File: src/rtl/bist_response_compactor.sv
// -----------------------------------------------------------------------------
// bist_response_compactor
//
// Compacts the 10 outputs of a 12-input/10-output gate model into a 10-bit
// multiple-input signature register (MISR, polynomial x^10 + x^3 + 1). A run
// is started with a one-cycle start pulse, compacts NUM_PATTERNS valid
// responses, then freezes the signature and compares it against exp_sig.
//
// Ports:
//   clk        in   1   clock, all state updates on the rising edge
//   rst_n      in   1   asynchronous active-low reset
//   start      in   1   one-cycle pulse, begins or restarts a run
//   resp       in  10   gate-model outputs, bit 9..0 =
//                       N205 N208 N157 N202 N203 N211 N199 N198 N210 N212
//   resp_valid in   1   resp holds a settled response for this pattern
//   exp_sig    in  10   golden signature, sampled with the final response
//   signature  out 10   current MISR contents
//   count      out CW   patterns compacted in the current run
//   busy       out  1   high while a run is in progress (RUN)
//   done       out  1   high once the run completed (DONE)
//   pass       out  1   final compare result, valid while done=1
//
// Handshake: a response is accepted on every rising edge where the block is
// in RUN, resp_valid=1 and start=0. There is no back-pressure; one response
// per cycle can be accepted back-to-back. start always wins over resp_valid.
//
// FSM state is observable through busy/done: IDLE = 00, RUN = 10, DONE = 01.
// -----------------------------------------------------------------------------
module bist_response_compactor #(
    parameter int          NUM_PATTERNS = 256,
    parameter logic [9:0]  SEED         = 10'h000,
    parameter int          CW           = $clog2(NUM_PATTERNS + 1)
) (
    input  logic          clk,
    input  logic          rst_n,
    input  logic          start,
    input  logic [9:0]    resp,
    input  logic          resp_valid,
    input  logic [9:0]    exp_sig,
    output logic [9:0]    signature,
    output logic [CW-1:0] count,
    output logic          busy,
    output logic          done,
    output logic          pass
);

    typedef enum logic [1:0] {
        IDLE = 2'd0,
        RUN  = 2'd1,
        DONE = 2'd2
    } state_t;

    state_t     state;
    logic [9:0] sig_next;
    logic       last;

    // Rotate left gives bit0 <= sig[9] and bit i <= sig[i-1]; bit 3 then
    // additionally takes the x^3 feedback tap from sig[9].
    always_comb begin
        sig_next    = {signature[8:0], signature[9]} ^ resp;
        sig_next[3] = signature[2] ^ signature[9] ^ resp[3];
    end

    // The response being accepted now is the final one of the run.
    assign last = (count == CW'(NUM_PATTERNS - 1));

    always_ff @(posedge clk or negedge rst_n) begin
        if (!rst_n) begin
            state     <= IDLE;
            signature <= SEED;
            count     <= '0;
            busy      <= 1'b0;
            done      <= 1'b0;
            pass      <= 1'b0;
        end else if (start) begin
            // Restart from any state; a coincident response is dropped.
            state     <= RUN;
            signature <= SEED;
            count     <= '0;
            busy      <= 1'b1;
            done      <= 1'b0;
            pass      <= 1'b0;
        end else begin
            case (state)
                RUN: begin
                    if (resp_valid) begin
                        signature <= sig_next;
                        count     <= count + CW'(1);
                        if (last) begin
                            // Compare against the value being loaded, so the
                            // result is ready on the same edge as done.
                            state <= DONE;
                            busy  <= 1'b0;
                            done  <= 1'b1;
                            pass  <= (sig_next == exp_sig);
                        end
                    end
                end
                IDLE: begin
                end
                DONE: begin
                end
                default: begin
                    state <= IDLE;
                    busy  <= 1'b0;
                    done  <= 1'b0;
                end
            endcase
        end
    end

endmodule
File: config.mk
export PLATFORM = sky130hd
export DESIGN_NAME = bist_response_compactor
export DESIGN_NICKNAME = d
export VERILOG_FILES = /design/src/rtl/bist_response_compactor.sv
export SDC_FILE = /design/constraint.sdc
export NUM_CORES = 1
export LEC_CHECK = 0
export CORE_AREA = 2 2 46 79
export DETAILED_ROUTE_END_ITERATION = 8
export DIE_AREA = 0 0 48 81
export PLACE_DENSITY = 0.72
export RECOVER_POWER = 25
export SYNTH_ARGS = -nofsm -noshare
export SYNTH_HDL_FRONTEND = slang
export SYNTH_SLANG_ARGS = --single-unit
File: constraint.sdc
create_clock -name clk -period 1.6 [get_ports clk]
set_input_delay 0.32 -clock clk [delete_from_list [all_inputs] [get_ports clk]]
set_output_delay 0.32 -clock clk [all_outputs]
set_load 0.05 [all_outputs]
## Word level (Yosys, flattened, before mapping)

Cells that the tools add are included.

- Flip-flop bits (word level): 24
- Latch bits: 0
- Output and inout port bits: 22
- Memories kept: 0
- Input bits: 24
- Logic and storage cells: 47
- RAM bits: 0
- Memory bits (read-only): 0

- Magnitude comparators: 0
- Bitwise operators: 3
- Shift operators: 0
- Div/mod/pow operators: 0
- Mux-type cells: 22
- Multipliers: 0
- Eq/ne operators: 7
- Reduce and logical (&&, ||, !) cells: 8
- Add/subtract/negate cells: 1

Operators with widths:

| cell | count |
|---|---|
| 10-bit 2-to-1 mux | 3 |
| 9-bit 2-to-1 mux | 3 |
| 10-bit == test | 1 |
| 1-bit 2-to-1 mux | 10 |
| 10-bit bitwise XOR | 1 |
| 9-bit by 1-bit adder with 9-bit output, second input constant | 1 |
| 9-bit by 8-bit == test with 1-bit output, second input constant | 1 |
| 2-bit 2-to-1 mux | 3 |
| 3-bit inequality test, second input constant | 2 |
| 3-bit AND reduction | 2 |
| 2-bit nonzero test | 3 |
| 1-bit case mux with 2 select lines | 2 |
| 2-bit case mux with 2 select lines | 1 |
| 2-bit by 1-bit == test with 1-bit output, second input constant | 1 |
| 2-bit == test, second input constant | 1 |
| 2-bit logical NOT | 1 |
| 2-bit by 1-bit inequality test with 1-bit output, second input constant | 1 |
| 2-bit AND reduction | 1 |
| 2-bit OR reduction | 1 |
| 1-bit bitwise XOR | 2 |

## Longest topological paths before layout

Gate-level depths: netlist of run 1.

- Word-level depth: 7
- Mapped depth: 6
- Gate-level depth less buffers: 6

## Worst setup path before layout of run 1

Ideal clock, no wire load.

- Kind: register -> register
- From: reg count[2]
- To: reg pass
- Path slack: -0.320 ns
- Buffers on the path: 0
- Required time: 1.480 ns
- Cell stages (with the launch flop): 7
- Setup time: 0.120 ns
- Clock period less this slack: 1.920 ns
- Arrival time: 1.801 ns
- Path through: dfrtp_1 > and4_1 > and4_1 > ha_1 > nand4_1 > and3b_1 > a31o_1

- Longest elaborated chain between the ends: 3

RTL lines:

| element | RTL line | RTL |
|---|---|---|
| start, declared | 41 | `output logic [CW-1:0] count,` |
| start signal, assigned | 88 | `count <= count + CW'(1);` |
| 9-bit by 8-bit == test with 1-bit output | 65 | `assign last = (count == CW'(NUM_PATTERNS - 1));` |
| 2-bit nonzero test (no line) | n/a |  |
| 3-bit AND reduction (no line) | n/a |  |
| end signal, assigned | 95 | `pass <= (sig_next == exp_sig);` |
| end, declared | 44 | `output logic pass` |

No other way between the ends.
A chain may end at the register's enable or synchronous reset.

## Final worst setup path of run 1

- From: reg count[5]
- To: reg pass

The elaborated chain is that of the path after synthesis.

==> results of run 1 <==
## per-layer routing
layer  track usage [%]  vias up  wire (um)
li1                  -      520          -
met1              19.4      519       1090
met2              32.9       33       1760
met3              3.33        4        141
met4              5.41        0         26
met5                 0        -          0
## final cells by class
type,instances,share of cell area (%)
clock buffers,4,2.14
inverters,3,0.535
multi-input cells,82,30.5
flip-flops and latches,22,26.6
well taps,45,2.67
repair buffers,68,37.6
## worst paths after layout
check,start,end,slack [ns],cells past startpoint
worst max register to register,count[5]$_DFFE_PN0P_,pass$_DFFE_PN0P_,0.01,6
worst min-delay path,rst_n,count[8]$_DFFE_PN0P_,0.58,2
max in group asynchronous,rst_n,count[5]$_DFFE_PN0P_,0.62,2
min in group clk,count[8]$_DFFE_PN0P_,count[8]$_DFFE_PN0P_,0.61,2
worst max-delay path,count[5]$_DFFE_PN0P_,pass$_DFFE_PN0P_,0.01,6
worst min register to register,count[8]$_DFFE_PN0P_,count[8]$_DFFE_PN0P_,0.61,2
## stage by stage
| step | setup WS, ns | hold slack [ns] | utilization, % | power [mW] | TNS (ns) |
|---|---|---|---|---|---|
| floorplan | -0.138 | 0.0244 | - | 0.903 | -0.138 |
| global placement | -0.146 | 0.577 | 61.0 | 1.18 | -0.293 |
| detailed placement | -0.208 | 0.606 | 61.0 | 1.19 | -0.555 |
| CTS | -0.00839 | 0.419 | 63.3 | 1.55 | -0.00839 |
| global route | -0.0566 | 0.647 | 63.3 | 1.60 | -0.0566 |
| finish | 0.0135 | 0.578 | 63.3 | 1.53 | 0 |
## layout by cell type (no fill, tap or decap), drive strengths merged, types with 5 or more instances in the layout
master and instances:
clkdlybuf4s50 22, nor2 18, a211oi 10, clkbuf 5, buf 44, xor2 5, xnor2 19, dfrtp 22
## cell usage after synthesis (all sizes together)
| cell type | number |
|---|---|
| ha | 2 |
| a31o | 2 |
| xor2 | 5 |
| nand3 | 2 |
| a21oi | 1 |
| inv | 3 |
| nand2b | 1 |
| and3 | 2 |
| nor4 | 2 |
| buf | 3 |
| nand4 | 3 |
| and2 | 1 |
| and3b | 2 |
| nor2 | 18 |
| mux2i | 2 |
| nor3 | 1 |
| xnor2 | 19 |
| a211oi | 10 |
| and4 | 2 |
| clkbuf | 2 |
| nor2b | 1 |
| xnor3 | 3 |
| nand2 | 3 |
| dfrtp | 22 |
## logic make-up (layout without fill, tap and decap cells)
kind of cell    count (synthesis)  in the layout  synth area share, %
simple gates                   38             38                 16.4
xor+xnor                       27             27                 23.4
flops                          22             22                 45.4
compound gates                 13             13                 8.05
buf+inv                         8             75                 2.99
fa+ha+maj                       2              2                 2.06
mux                             2              2                 1.65
## critical path: cells and delay by family, from the launching register on
family / cells / cell delay [ns]
adders and majority gates: 1 / 0.18
DFF: 1 / 0.36
AOI/OAI and AO/OA: 1 / 0.19
and+or+nand+nor: 4 / 0.74
## timing repair
item	4_1_cts	5_1_grt
buffers inserted	2	0
endpoints found under the setup margin	1	1
hold buffers	0	0
gates resized for setup	4	0
pin swaps	4	2
## registers in the layout, indices dropped and copies added, names as in the netlist
signal	count
done	1
count	9
signature	10
pass	1
state	1
## power by group through the flow
stage	combinational (mW)	clock, mW	sequential [mW]
after floorplan	0.174	0	0.730
after global placement	0.554	0	0.628
after detailed placement	0.562	0	0.628
after CTS	0.566	0.360	0.620
after global routing	0.594	0.382	0.624
final	0.556	0.351	0.620
==> summary.txt, run 1 <==
DP Cell Count: 218
Sw Share: 30.3%
antenna viol nets, final: 0
final non-filler cell total: 224
Rows: 28
unrepaired setup endpoints after global routing: true
Vias: 1,076
design area: 2110 sq um
area of the multi-input gates: 643 sq um
Leakage Power: 0.909 nW
Clock transition at path regs: 0.08 ns
Slew @ Worst Pin: 0.565 ns
minimum clock period: 1.59 ns
top post-synthesis cells by area: dfrtp_1, xnor2_1, a211oi_1, nor2_1, xnor3_2
Synth Cell Area: 1210 sq um
Pre-antenna DRT Iters: 4
Placer Congestion: 0.831
Critical Path Slowest Stage Cell: dfrtp_2
initial antenna violation count: 0
DIE HEIGHT: 81 um
worst clock skew: 0.00198 ns
ANT cells: 0
crit path capture type: flip-flop
Worst Path Max Fanout: 3
IO Count: 46
status: complete, no violations
number of global-route vias before repair: 1,185
Cell Area, Placed: 2030 sq um
pwr dens: 725 nW/um^2
clk buf depth: 2
Reg area: 559 sq um
Clock Power Share: 23.0%
Peak Freq: 630 MHz
worst skew pair latency: 0.26 ns
Worst Path Required: 1.75 ns
fin nets: 206
Routed WL per cell: 13.5 um
grt total ovfl: 0
combinational share of power: 36.4%
FF+latch count, synth: 22
final hold viol count: 0
Avg Inst Size Synth: 10.8 sq um
largest net degree at the start of global routing: 30
final slew viol count: 0
die area: 3890 sq um
Starting DRT DRC Count: 10
proportion of layout cells with a drive suffix above 1: 34.6%
period utilisation layout: 99.2%
gr usage total: 17.9%
kind of critical path: flip-flop to flip-flop
clock sinks: 22
Initial Util: 36.4%
Synth top area share: 45.4%
IO buf count: 45
warnings from Yosys: 0
startpoint types: flip-flop
worst endpoint data arrival time: 1.74 ns
sequential-to-total area share from yosys stat: 45.4%
residual DRC count: 0
die width: 48 um
CORE AREA: 3330 sq um
CP Cell Sequence: and4_4 > and4_1 > ha_2 > nand4_1 > and3b_1 > a31o_1
sw power: 0.462 mW
sequential power share: 40.6%
Slew headroom: 62.3%
vias per cell: 4.80
DRT Wirelength: 3.02 mm
Clock Tree Root: clkbuf_8
Layout fillers: 273
max cap viols: 0
Netlist cell types: 27
# H-tree levels: 1
worst vdd ir: 0.000626 V
CTS tree: built
Slowest Stage Delay on Critical Path: 0.36 ns
Int Power: 1.06 mW
Inserted Clock Buffers: 3
post-synth top area cell: dfrtp_1
Post-Syn Instances: 112
endpoints failing setup: 0
first-pass GRT wire length: 5.02 mm
Mapped Nets: 138
Hold WC Path Type: primary input to async pin
dpl hpwl: 2.42 mm
synth-to-layout area growth: 73.7%
Note: power is estimated with default switching activity, not from simulation.
==> run 2: changes to the inputs <==
- HOLD_SLACK_MARGIN: not set -> 0.03
==> results of run 2 <==
Final layout, timing and power as in run 1 (identical DEF).
==> edit, RTL diff (flow settings as in run 2) <==
Change the parameter `NUM_PATTERNS` from 256 to 128.
--- a/src/rtl/bist_response_compactor.sv
+++ b/src/rtl/bist_response_compactor.sv
@@ -28,5 +28,5 @@
 // -----------------------------------------------------------------------------
 module bist_response_compactor #(
-    parameter int          NUM_PATTERNS = 256,
+    parameter int          NUM_PATTERNS = 128,
     parameter logic [9:0]  SEED         = 10'h000,
     parameter int          CW           = $clog2(NUM_PATTERNS + 1)
Ports: changed (resized count); port bits go from 46 to 45. No check against the original RTL was run, so the function may have changed too.
==> edit against run 2 <==
  * The flow now finishes with violations (negative setup slack)
  * Critical path depth is 1 lower
  * Fmax shrank 13%
  * Die area stayed put
  * Final area up 5.8%
  * Worst hold slack worse by 0.0024 ns
  * Core utilization up 3.7 points
  * Final cell count rose by 4.0%
  * Sequential cell count is 1 lower
  * Sequential share of layout area decreased by 2.5 points
  * Worst setup slack got worse by 0.23 ns
  * Area after synthesis down 0.93%
  * Routed wire length grew 10%
  * Power down 0.64%
  * Critical endpoint unchanged
  * Largest power group is now combinational logic
  * Highest routed layer unchanged
==> edit: results (changes against run 2) <==
* Maximum single-stage delay on the critical path at 0.53 ns (+0.17 ns)
* Fraction of power spent switching nets at 30.1% (-0.12 points)
* Placed instance count at 229 (+5.0%)
* Placed wire-length estimate at 2.71 mm (+12%)
* Max-slew headroom at 63.2% (+0.89 points)
* Sequential group power at 0.581 mW (-6.3%)
* Total setup violations reported at the end of the flow at 1 (+1)
* Distinct cells, synth at 26 (-3.7%)
* Total Routed Length at 3.33 mm (+10%)
* Buffer count from post-CTS setup fixing at 0 (-2)
* Total number of nets in the final design at 214 (+3.9%)
* Number of global-route vias before repair at 1,243 (+4.9%)
* Vias post-DR at 1,139 (+5.9%)
* Synth Warn # at 0 (unchanged)
* Combined global-route utilization of all metal layers at 19.1% (+1.1 points)
* Slowest stage cell on the critical path: sky130_fd_sc_hd__or4_4
* Max FO, Critical Path at 3 (unchanged)
* Leading post-synthesis cells by instance count: sky130_fd_sc_hd__dfrtp_1, sky130_fd_sc_hd__xnor2_1, sky130_fd_sc_hd__nor2_1, sky130_fd_sc_hd__a211oi_1, sky130_fd_sc_hd__nand2_1
* Leakage Power at 0.972 nW (+6.9%)
* M1 GR Usage at 20.3% (+0.91 points)
* Global-route wire length before repair at 5.31 mm (+5.9%)
* Violated checks: negative setup slack
* Met3 global-route usage at 3.11% (-0.22 points)
* Worst path arrival time at 2.00 ns (+0.26 ns)
* Count of input and output buffers at 44 (-2.2%)
* Register name with the most flops: signature
* Worst hold slack across all endpoints at 0.575 ns (-0.00236 ns)
* Area of placed instances at 2170 sq um (+6.7%)
* Status: complete, but fails checks
* Number of H-tree branching levels at 1 (unchanged)
* Peak supply drop at 0.862 mV (+38%)
* Worst clock skew at 0.00461 ns (+0.00263 ns)
* Maximum number of buffers from clock root to sink at 2 (unchanged)
* DRC violation total after the first TritonRoute iteration at 17 (+7)
* GP Congestion at 0.909 (+9.4%)
* Amount of wire on met2 after detailed routing at 1.82 mm (+3.3%)
* Largest net degree at the start of global routing at 22 (-27%)
* Wire length on met3 at 149 um (+5.7%)
* Launch point of the critical path: count[1]
* Worst-case setup slack after placement at -0.565 ns (-0.357 ns)
* Post-route worst setup slack at -0.215 ns (-0.229 ns)
* Biggest registers after layout: signature: 10 flops, count: 8 flops
* R2R depth at 5 (-1)
* Setup tns final at -0.215 ns (-0.215 ns)
* Metal-1 WL at 1.21 mm (+11%)
* Met2 demand-to-capacity share in global routing at 33.6% (+0.67 points)
* Comb power frac at 39.0% (+2.6 points)
* Final Power at 1.52 mW (-0.64%)
* Number of non-filler instances in the completed layout at 233 (+4.0%)
* Number of nets in the synthesized netlist at 135 (-2.2%)
* Top cells by area, synth: sky130_fd_sc_hd__dfrtp_1, sky130_fd_sc_hd__xnor3_1, sky130_fd_sc_hd__xnor2_1, sky130_fd_sc_hd__a211oi_1, sky130_fd_sc_hd__nor2_1
* Layout cell share with drive strength beyond 1 at 39.9% (+5.3 points)
[edit: worst max-delay path: cells and delay by family (launching register included)]
kind                     cells  cell delay, ns
AND/OR/NAND/NOR              3            1.06
adder cells (fa/ha/maj)      1            0.15
AO/OA/AOI/OAI                1            0.13
flip-flops                   1            0.39
[edit: area by class of cell]
type / instances / area [sq um]
multi-input combinational: 84 / 697
clock buffer: 3 / 41.3
tap: 45 / 56.3
clock inverter: 1 / 5.00
fill: 262 / 1100
sequential: 21 / 536
inverter: 1 / 3.75
timing repair buffer: 78 / 890
[edit: kinds of logic after synthesis]
| kind of cell | Yosys count | synth area share, % |
|---|---|---|
| AOI/OAI and AO/OA | 16 | 8.75 |
| adders and majority gates | 1 | 1.04 |
| buffers and inverters | 5 | 1.56 |
| DFF | 21 | 43.7 |
| xor gates and xnor gates | 26 | 27.0 |
| and+or+nand+nor | 41 | 17.9 |
[edit: what timing repair did]
action,CTS,global route
pin swaps,1,0
gates resized for setup,5,0
endpoints found under the setup margin,1,1
